===== config.mk =====
export PLATFORM = sky130hd
export DESIGN_NAME = id_ex_pipeline_register
export DESIGN_NICKNAME = d
export VERILOG_FILES = /design/src/rtl/id_ex_pipeline_register.sv
export SDC_FILE = /design/constraint.sdc
export NUM_CORES = 1
export LEC_CHECK = 0
export BUFFER_PORTS_ARGS = -buffer_cell sky130_fd_sc_hd__buf_2
export CORE_MARGIN = 10
export CORE_UTILIZATION = 44
export DETAILED_ROUTE_END_ITERATION = 10
export PLACE_DENSITY = 0.79
export SYNTH_ARGS = -nofsm -noshare
export SYNTH_HDL_FRONTEND = slang
export SYNTH_SLANG_ARGS = --single-unit

===== constraint.sdc =====
create_clock -name Clock -period 2.3 [get_ports Clock]
set_clock_uncertainty 0.2 [all_clocks]
set_input_delay 0.115 -clock Clock [delete_from_list [all_inputs] [get_ports Clock]]
set_output_delay 0.115 -clock Clock [all_outputs]
set_load 0.02 [all_outputs]

===== src/rtl/id_ex_pipeline_register.sv =====
// ID/EX pipeline register for the 5-stage MIPS core.
// Handles load-use bubbles, branch/jump flushes, downstream hold, and saturating debug event counters.
module id_ex_pipeline_register #(
  parameter int ALUOP_W = 4,
  parameter int CNT_W   = 16
) (
  input  logic               Clock,
  input  logic               Reset,
  input  logic               WriteEnableMuxControl,
  input  logic               Flush,
  input  logic               EX_Hold,
  input  logic [31:0]        ID_Instruction,
  input  logic [31:0]        ID_PCPlus4,
  input  logic [31:0]        ID_ReadData1,
  input  logic [31:0]        ID_ReadData2,
  input  logic [31:0]        ID_SignExtImm,
  input  logic               ID_RegWrite,
  input  logic               ID_MemRead,
  input  logic               ID_MemWrite,
  input  logic               ID_MemToReg,
  input  logic               ID_ALUSrc,
  input  logic [1:0]         ID_RegDst,
  input  logic [ALUOP_W-1:0] ID_ALUOp,
  output logic [31:0]        EX_Instruction,
  output logic [31:0]        EX_PCPlus4,
  output logic [31:0]        EX_ReadData1,
  output logic [31:0]        EX_ReadData2,
  output logic [31:0]        EX_SignExtImm,
  output logic               EX_RegWrite,
  output logic               EX_MemRead,
  output logic               EX_MemWrite,
  output logic               EX_MemToReg,
  output logic               EX_ALUSrc,
  output logic [1:0]         EX_RegDst,
  output logic [ALUOP_W-1:0] EX_ALUOp,
  output logic               EX_Valid,
  output logic [CNT_W-1:0]   BubbleCount,
  output logic [CNT_W-1:0]   FlushCount
);

  localparam logic [CNT_W-1:0] CNT_MAX = '1;
  localparam logic [CNT_W-1:0] CNT_ONE = CNT_W'(1);

  always_ff @(posedge Clock) begin
    if (Reset) begin
      EX_Instruction <= '0;
      EX_PCPlus4     <= '0;
      EX_ReadData1   <= '0;
      EX_ReadData2   <= '0;
      EX_SignExtImm  <= '0;
      EX_RegWrite    <= 1'b0;
      EX_MemRead     <= 1'b0;
      EX_MemWrite    <= 1'b0;
      EX_MemToReg    <= 1'b0;
      EX_ALUSrc      <= 1'b0;
      EX_RegDst      <= '0;
      EX_ALUOp       <= '0;
      EX_Valid       <= 1'b0;
      BubbleCount    <= '0;
      FlushCount     <= '0;
    end else if (Flush) begin
      // A squashed instruction leaves nothing behind, data fields included.
      EX_Instruction <= '0;
      EX_PCPlus4     <= '0;
      EX_ReadData1   <= '0;
      EX_ReadData2   <= '0;
      EX_SignExtImm  <= '0;
      EX_RegWrite    <= 1'b0;
      EX_MemRead     <= 1'b0;
      EX_MemWrite    <= 1'b0;
      EX_MemToReg    <= 1'b0;
      EX_ALUSrc      <= 1'b0;
      EX_RegDst      <= '0;
      EX_ALUOp       <= '0;
      EX_Valid       <= 1'b0;
      if (FlushCount != CNT_MAX) FlushCount <= FlushCount + CNT_ONE;
    end else if (!EX_Hold) begin
      EX_PCPlus4    <= ID_PCPlus4;
      EX_ReadData1  <= ID_ReadData1;
      EX_ReadData2  <= ID_ReadData2;
      EX_SignExtImm <= ID_SignExtImm;
      if (WriteEnableMuxControl) begin
        EX_Instruction <= ID_Instruction;
        EX_RegWrite    <= ID_RegWrite;
        EX_MemRead     <= ID_MemRead;
        EX_MemWrite    <= ID_MemWrite;
        EX_MemToReg    <= ID_MemToReg;
        EX_ALUSrc      <= ID_ALUSrc;
        EX_RegDst      <= ID_RegDst;
        EX_ALUOp       <= ID_ALUOp;
        EX_Valid       <= 1'b1;
      end else begin
        // Zeroed instruction keeps the hazard unit from re-stalling on the bubble.
        EX_Instruction <= '0;
        EX_RegWrite    <= 1'b0;
        EX_MemRead     <= 1'b0;
        EX_MemWrite    <= 1'b0;
        EX_MemToReg    <= 1'b0;
        EX_ALUSrc      <= 1'b0;
        EX_RegDst      <= '0;
        EX_ALUOp       <= '0;
        EX_Valid       <= 1'b0;
        if (BubbleCount != CNT_MAX) BubbleCount <= BubbleCount + CNT_ONE;
      end
    end
  end

  a_wemc_known: assert property (@(posedge Clock) !Reset |-> !$isunknown(WriteEnableMuxControl));

endmodule


# Word level (Yosys, flattened, before mapping)

Cells that the tools add are included.

Register bits: 204
Bits of input ports: 176
Logic and storage cells: 34

$add $sub $neg: 2
Equality and inequality tests: 2
Muxes and demuxes: 9
Bitwise gates (word level): 3
Reductions and logical operators: 3

Operators by type and width:

| operator                                                        | count |
|---|---|
| 16-bit by 1-bit adder with 16-bit output, second input constant | 2 |
| 32-bit 2-to-1 mux                                               | 1 |
| 16-bit inequality test, second input constant                   | 2 |
| 1-bit 2-to-1 mux                                                | 6 |
| 4-bit 2-to-1 mux                                                | 1 |
| 4-bit AND reduction                                             | 1 |
| 1-bit NOT                                                       | 3 |
| 2-bit 2-to-1 mux                                                | 1 |
| 2-bit AND reduction                                             | 1 |
| 2-bit OR reduction                                              | 1 |

# Longest topological paths before layout

Gate-level depths: netlist of run 1.

Word-level depth: 2
Gate-level depth with buffers: 6
Gate-level depth less buffers: 5

# Worst setup path before layout of run 1

OpenSTA, ideal clock, no wires.

Kind: reg-to-reg
From: register BubbleCount[9]
To: register BubbleCount[15]
Library setup time: 0.121 ns
Arrival time: 1.753 ns
Data required time: 1.979 ns
Setup slack: 0.226 ns
Stages on the path, launching flop included: 5
Path buffers: 0
Period minus slack after synthesis: 2.074 ns
Cell sequence: dfxtp_1 -> nand3_1 -> or3_1 -> nor4_1 -> mux2_2

Longest elaborated chain between the ends: 2
Elaborated cells on any way between the ends: 3
Classes of those cells: add/sub (1); eq/ne (1); reduce/logical (1)

RTL lines:

| item                                                                             | RTL line | source |
|---|---|---|
| start, declared                                                                  | 37       | `output logic [CNT_W-1:0] BubbleCount,` |
| start signal, assigned                                                           | 103      | `if (BubbleCount != CNT_MAX) BubbleCount <= BubbleCount + CNT_ONE;` |
| branches (longest 2 deep; another with 16-bit by 1-bit adder with 16-bit output) | n/a      |  |

Parallel ways; which one is timed is not known.
A chain may end at the register's enable or synchronous reset.

==> results of run 1 <==
worst paths after layout:
check | end | startpoint | slack [ns]
worst max-delay path | EX_SignExtImm[29] | EX_Hold | 0.20
worst min-delay path | EX_Instruction[12] | ID_Instruction[12] | 0.20
worst max register to register | FlushCount[13] | FlushCount[9] | 0.24
worst min register to register | EX_Valid | EX_Valid | 0.29
power by group through the flow:
stage | combinational [mW] | clock, mW | sequential, mW
2_1_floorplan | 0.326 | 0 | 3.87
3_3_place_gp | 0.752 | 0 | 3.75
3_5_place_dp | 0.766 | 0 | 3.75
4_1_cts | 1.02 | 3.56 | 3.68
5_1_grt | 1.13 | 3.68 | 3.69
6_report | 1.06 | 3.48 | 3.69
metal layers:
| layer | share of wire, % | vias to the layer above | global-route usage [%] |
|---|---|---|---|
| met5 | 0 | - | 0 |
| met4 | 4.3 | 0 | 11.9 |
| met3 | 10 | 100 | 8.76 |
| met2 | 51 | 442 | 45.4 |
| met1 | 34 | 3819 | 25.1 |
| li1 | - | 3749 | - |
worst max-delay path: cells and delay by family:
family	cells	cell delay, ns
buffers and inverters	4	1.78
muxes	1	0.27
and+or+nand+nor	1	0.06
synthesized netlist by cell type, types with 2 or more instances:
master,instances
a2111oi_0,2
a211oi_1,4
a21oi_1,15
a22oi_1,43
a41oi_1,2
and2_1,3
and3_1,2
and4_1,3
buf_1,8
buf_2,19
clkbuf_1,24
dfxtp_1,204
ha_1,2
inv_1,8
mux2_2,13
mux2i_1,130
nand2_1,8
nand2b_1,3
nand3_1,8
nand4_1,9
nor2_1,198
nor2b_1,12
nor3_1,8
nor4_1,5
o31ai_1,6
o41ai_1,3
or3_1,3
or4_1,6
xnor2_1,2
xor2_1,3
cells by family (layout without fill, tap and decap cells):
kind of cell / count (synthesis) / count (layout) / synth area share (%)
multiplexers: 143 / 143 / 19.0
AO/OA/AOI/OAI: 77 / 77 / 7.18
XOR/XNOR: 5 / 5 / 0.574
flip-flops: 204 / 204 / 53.5
adder cells (fa/ha/maj): 2 / 2 / 0.328
other: 0 / 4 / 0
buffers and inverters: 59 / 624 / 3.21
AND/OR/NAND/NOR: 275 / 275 / 16.2
stage by stage:
stage          utilization (%)  cell area [sq um]
2_1_floorplan                -               7630
3_3_place_gp              56.6               9730
3_5_place_dp              56.6               9730
4_1_cts                   71.7              12300
5_1_grt                   71.8              12300
6_report                  71.8              12300
sequential cells by signal, indices dropped and copies added, names as in the netlist:
| register | count |
|---|---|
| EX_Instruction | 32 |
| EX_PCPlus4 | 32 |
| EX_ReadData1 | 32 |
| EX_ReadData2 | 32 |
| EX_SignExtImm | 32 |
| BubbleCount | 16 |
| FlushCount | 16 |
| EX_ALUOp | 4 |
| EX_RegDst | 2 |
| EX_ALUSrc | 1 |
| EX_MemRead | 1 |
| EX_MemToReg | 1 |
| EX_MemWrite | 1 |
| EX_RegWrite | 1 |
| EX_Valid | 1 |
cell type report:
class	instances	share of cell area (%)
flip-flops and latches	204	33.1
repair buffers	576	31.6
multi-input cells	502	26.9
clock buffers	35	5.44
well taps	225	2.28
clock inverters	5	0.406
inverters	8	0.243
diodes	4	0.0812
timing repair:
action | in CTS | in global routing
hold endpoints to repair | 187 | 0
endpoints found under the setup margin | 0 | 8
hold buffers | 187 | 0
resized for setup | 0 | 1
==> results.md, run 1 <==
- Outcome: complete, no violations
- Seq/Total Area, Yosys: 53.5%
- Iter 0 DRT Violations: 378
- Fin crit period: 2.10 ns
- Yosys top cell area share: 53.5%
- DR vias: 8,110
- Clock transition at path regs: 0.06 ns
- Synth unique cells: 39
- Syn avg cell area: 9.98 sq um
- Wirelength, routed: 31,100 um
- HPWL Detailed: 18,600 um
- Die area: 0.0230 sq mm
- Synth Cell Area: 0.00763 sq mm
- Largest stage delay, worst path: 0.56 ns
- Number of filler cells placed in the layout: 1,121
- Worst EP required: 2.47 ns
- DRC viols: 0
- Initial antenna violation count: 4
- Area Growth Syn to Fin: 61.6%
- Slowest stage cell, crit path: dlygate4sd3_1
- Final net count: 1,492
- Slew HR: 48.1%
- Gr usage total: 25.0%
- Placer Congestion: 0.881
- Layout Cells excl Fill: 1,559
- Num CTS Buffers: 22
- Sw Ratio: 23.9%
- R2R depth: 4
- Setup TNS: 0 ns
- Setup Buffers After CTS: 0
- Final Setup Violations: 0
- Number of global-route vias before repair: 8,585
- Clock power frac: 42.3%
- Switch Pwr: 1.97 mW
- HP Class: input pin to flip-flop
- Yosys Warn Count: 0
- Core ar.: 0.0172 sq mm
- Crit end category: flip-flop
- Crit path DAT: 2.27 ns
- Fmax: 477 MHz
- Final Hold Vio Count: 0
- Least-Margin Pin Slew: 0.779 ns
- Sequential share of power: 44.8%
- Starting density of the core: 44.4%
- Kind of critical path: input pin to flip-flop
- Die H: 152 um
- WHS: 0.197 ns
- Number of synthesized register bits: 204
- Pwr Total: 8.23 mW
- Most common cell after layout, fill and taps aside: buf_2
- Num ports: 380
- Power per cell area: 667 mW/mm^2
- RSZ-0062 raised after global routing: false
- Avg WL per Cell: 19.9 um
- Combinational power share: 12.9%
- Most used DFF post-synth: dfxtp_1
- Register area: 0.00408 sq mm
- Antenna-violating nets left: 0
- Worst VDD drop: 0.000623 V
- Clock tree buffer depth: 3
- Crit share post-route: 91.2%
- Area occupied by multi-input gates: 0.00331 sq mm
- Fraction of layout cells with a size suffix above 1: 33.2%
- First-pass GRT wire length: 46,200 um
- H-tree depth: 1
- Drt first pass iters: 5
- Most frequent cells in the layout: buf_2 (378), dfxtp_1 (204), nor2_1 (198)
- Cell Int Power: 6.27 mW
- Post-synth net total: 943
- Final global-route overflow total: 0
- MaxCap Viol Count: 0
- CTS tree: built
- Hold depth: 4
- Largest net degree at the start of global routing: 106
- Ys async rst share: 0%
- Top cell by count, worst path: dlygate4sd3_1
- Clock sink count: 204
- Vias per cell: 5.20
- Port bufs: 379
- Worst-Skew Late Latency: 0.49 ns
- Dpl ws: 0.257 ns
- CTS root buf: clkbuf_16
- Post-synth EDFFs: 0
- CP Launch Type: input pin
- Area contributors post-synth: dfxtp_1 (53%), mux2i_1 (17%), nor2_1 (9.7%)
- Cell taking the most area after synthesis: dfxtp_1
- Leakage power: 6.03 nW
- Placed instance count: 1,328
- Final Slew Violations: 0
- Crit-path cells: dlygate4sd3_1, clkbuf_8, buf_6, mux2i_1, nor2_1, dlygate4sd3_1
- Final WS setup: 0.203 ns
- Num rows: 48
- Cells after Synth: 765
- Max FO, Critical Path: 67
- Die W: 152 um
No activity file was read; power rests on OpenSTA's default activity.
==> run 2: changes to the inputs <==
--- a/config.mk
+++ b/config.mk
@@ -10,6 +10,7 @@
 export CORE_UTILIZATION = 44
 export DETAILED_ROUTE_END_ITERATION = 10
 export PLACE_DENSITY = 0.79
+export REMOVE_ABC_BUFFERS = 1
 export SYNTH_ARGS = -nofsm -noshare
 export SYNTH_HDL_FRONTEND = slang
 export SYNTH_SLANG_ARGS = --single-unit
==> run 2 against run 1 <==
Core utilization rose by 0.43 points. Sequential share of layout area fell by 0.20 points. Critical path type is now flip-flop to flip-flop. Critical endpoint is now BubbleCount[15]. First-iteration DRC count shrank 10%. Hold slack lost 0.16 ns. Clock power up 14%. Die area did not move. Sequential power is essentially flat. Via count up 0.30%. Cell area grew 0.60%.
==> results.md, run 2 (same netlist as run 1, synthesis figures left out) <==
- HP Class: input pin to flip-flop
- Antenna-violating nets left: 0 (unchanged)
- CTS root buf: clkbuf_16
- DRC viols: 0 (unchanged)
- MaxCap Viol Count: 0 (unchanged)
- Number of global-route vias before repair: 8,492 (-1.1%)
- Setup Buffers After CTS: 0 (unchanged)
- Num CTS Buffers: 22 (unchanged)
- Num ports: 380 (unchanged)
- CP Launch Type: flip-flop
- WHS: 0.0416 ns (-0.155 ns)
- Num rows: 48 (unchanged)
- Most common cell after layout, fill and taps aside: buf_2
- Crit-path cells: nand2_1, or3_1, nor4_1, mux2_2
- Initial antenna violation count: 2 (-2)
- Wire length on met2: 15,800 um (-0.57%)
- Final Hold Vio Count: 0 (unchanged)
- Avg WL per Cell: 20.3 um (+1.6%)
- Slew HR: 21.6% (-27 points)
- Routed met1 length: 10,800 um (+1.6%)
- Die area: 0.0230 sq mm (unchanged)
- Crit end category: flip-flop
- Wirelength, routed: 31,500 um (+1.4%)
- Power per cell area: 702 mW/mm^2 (+5.2%)
- Met3 routed WL: 3360 um (+4.5%)
- Fraction of layout cells with a size suffix above 1: 33.2% (+0.075 points)
- H-tree depth: 1 (unchanged)
- Final net count: 1,490 (-0.13%)
- Max FO, Critical Path: 8 (-88%)
- Final Util: 72.2% (+0.43 points)
- Pwr Total: 8.72 mW (+5.9%)
- Worst-Skew Late Latency: 0.49 ns (about the same)
- HPWL Detailed: 18,600 um (+0.15%)
- Post-CTS sizing: 0 (unchanged)
- Dpl ws: 0.255 ns (-0.00225 ns)
- Worst EP required: 2.48 ns (about the same)
- Starting density of the core: 44.4% (unchanged)
- Outcome: complete, no violations
- Worst VDD drop: 0.000595 V (-4.6%)
- Area Growth Syn to Fin: 62.5%
- Kind of critical path: flip-flop to flip-flop
- Drt first pass iters: 5 (unchanged)
- Least-Margin Pin Slew: 1.18 ns (+0.398 ns)
- DR vias: 8,134 (+0.30%)
- Final Setup Violations: 0 (unchanged)
- Slowest stage cell, crit path: dfxtp_1
- Largest stage delay, worst path: 0.49 ns (-0.07 ns)
- Final WS setup: 0.179 ns (-0.0236 ns)
- RSZ-0062 raised after global routing: false
- Die H: 152 um (unchanged)
- Port bufs: 379 (unchanged)
- Setup TNS: 0 ns (unchanged)
- First-pass GRT wire length: 46,400 um (+0.26%)
- Most frequent cells in the layout: buf_2 (378), dfxtp_1 (204), nor2_1 (198)
- Vias per cell: 5.23 (+0.49%)
- Fmax: 472 MHz (-1.1%)
- Iter 0 DRT Violations: 340 (-10%)
- Clock sink count: 204 (unchanged)
- Fin crit period: 2.12 ns (+0.0236 ns)
- Final Slew Violations: 0 (unchanged)
- Core ar.: 0.0172 sq mm (unchanged)
- Placer Congestion: 0.848 (-3.8%)
- Gr usage total: 25.2% (+0.12 points)
- Leakage power: 6.02 nW (-0.12%)
- Highest routed layer: met4
- Clock tree buffer depth: 3 (unchanged)
- Crit path DAT: 2.30 ns (+0.03 ns)
- CTS tree: built
- Die W: 152 um (unchanged)
- Crit share post-route: 92.2% (+1.0 points)
- Largest net degree at the start of global routing: 160 (+51%)
- Clock transition at path regs: 0.06 ns (about the same)
- Final global-route overflow total: 0 (unchanged)
- Hold Buf Count CTS: 187 (unchanged)
==> run 2: worst paths after layout <==
path	start	endpoint	slack, ns	cells past startpoint
setup / recovery	BubbleCount[8]	BubbleCount[15]	0.18	4
setup reg to reg	BubbleCount[8]	BubbleCount[15]	0.18	4
hold / removal	EX_Hold	BubbleCount[6]	0.04	4
hold reg to reg	EX_ReadData2[7]	EX_ReadData2[7]	0.29	2
==> run 2: critical path, delay by kind of cell, from the launching register on <==
family / cells / cell delay, ns
AND/OR/NAND/NOR: 3 / 0.95
multiplexers: 1 / 0.37
flip-flops: 1 / 0.49
==> run 2: layout make-up <==
class	instances	area (sq um)
diodes	4	10.0
fillers	1035	4770
multi-input cells	502	3310
repair buffers	574	3870
inverters	8	30.0
flip-flops and latches	204	4080
well taps	225	282
clock buffers	31	646
clock inverters	8	168
==> run 2: layer usage <==
metal | global-route usage (%) | up-vias
met4 | 12.9 | 0
met1 | 25.9 | 3804
met5 | 0 | -
met3 | 8.49 | 101
li1 | - | 3756
met2 | 44.5 | 473
==> run 2: through the flow <==
| step | area (sq um) | std cells |
|---|---|---|
| 2_1_floorplan | 7420 | 714 |
| 3_3_place_gp | 9710 | 1326 |
| 3_5_place_dp | 9710 | 1326 |
| 4_1_cts | 12400 | 1552 |
| 5_1_grt | 12400 | 1554 |
| 6_report | 12400 | 1556 |
==> run 2: power by group <==
group          internal, mW  switching (mW)  total [mW]
combinational         0.539           0.537        1.08
clock                  2.51            1.44        3.95
sequential             3.63          0.0602        3.69
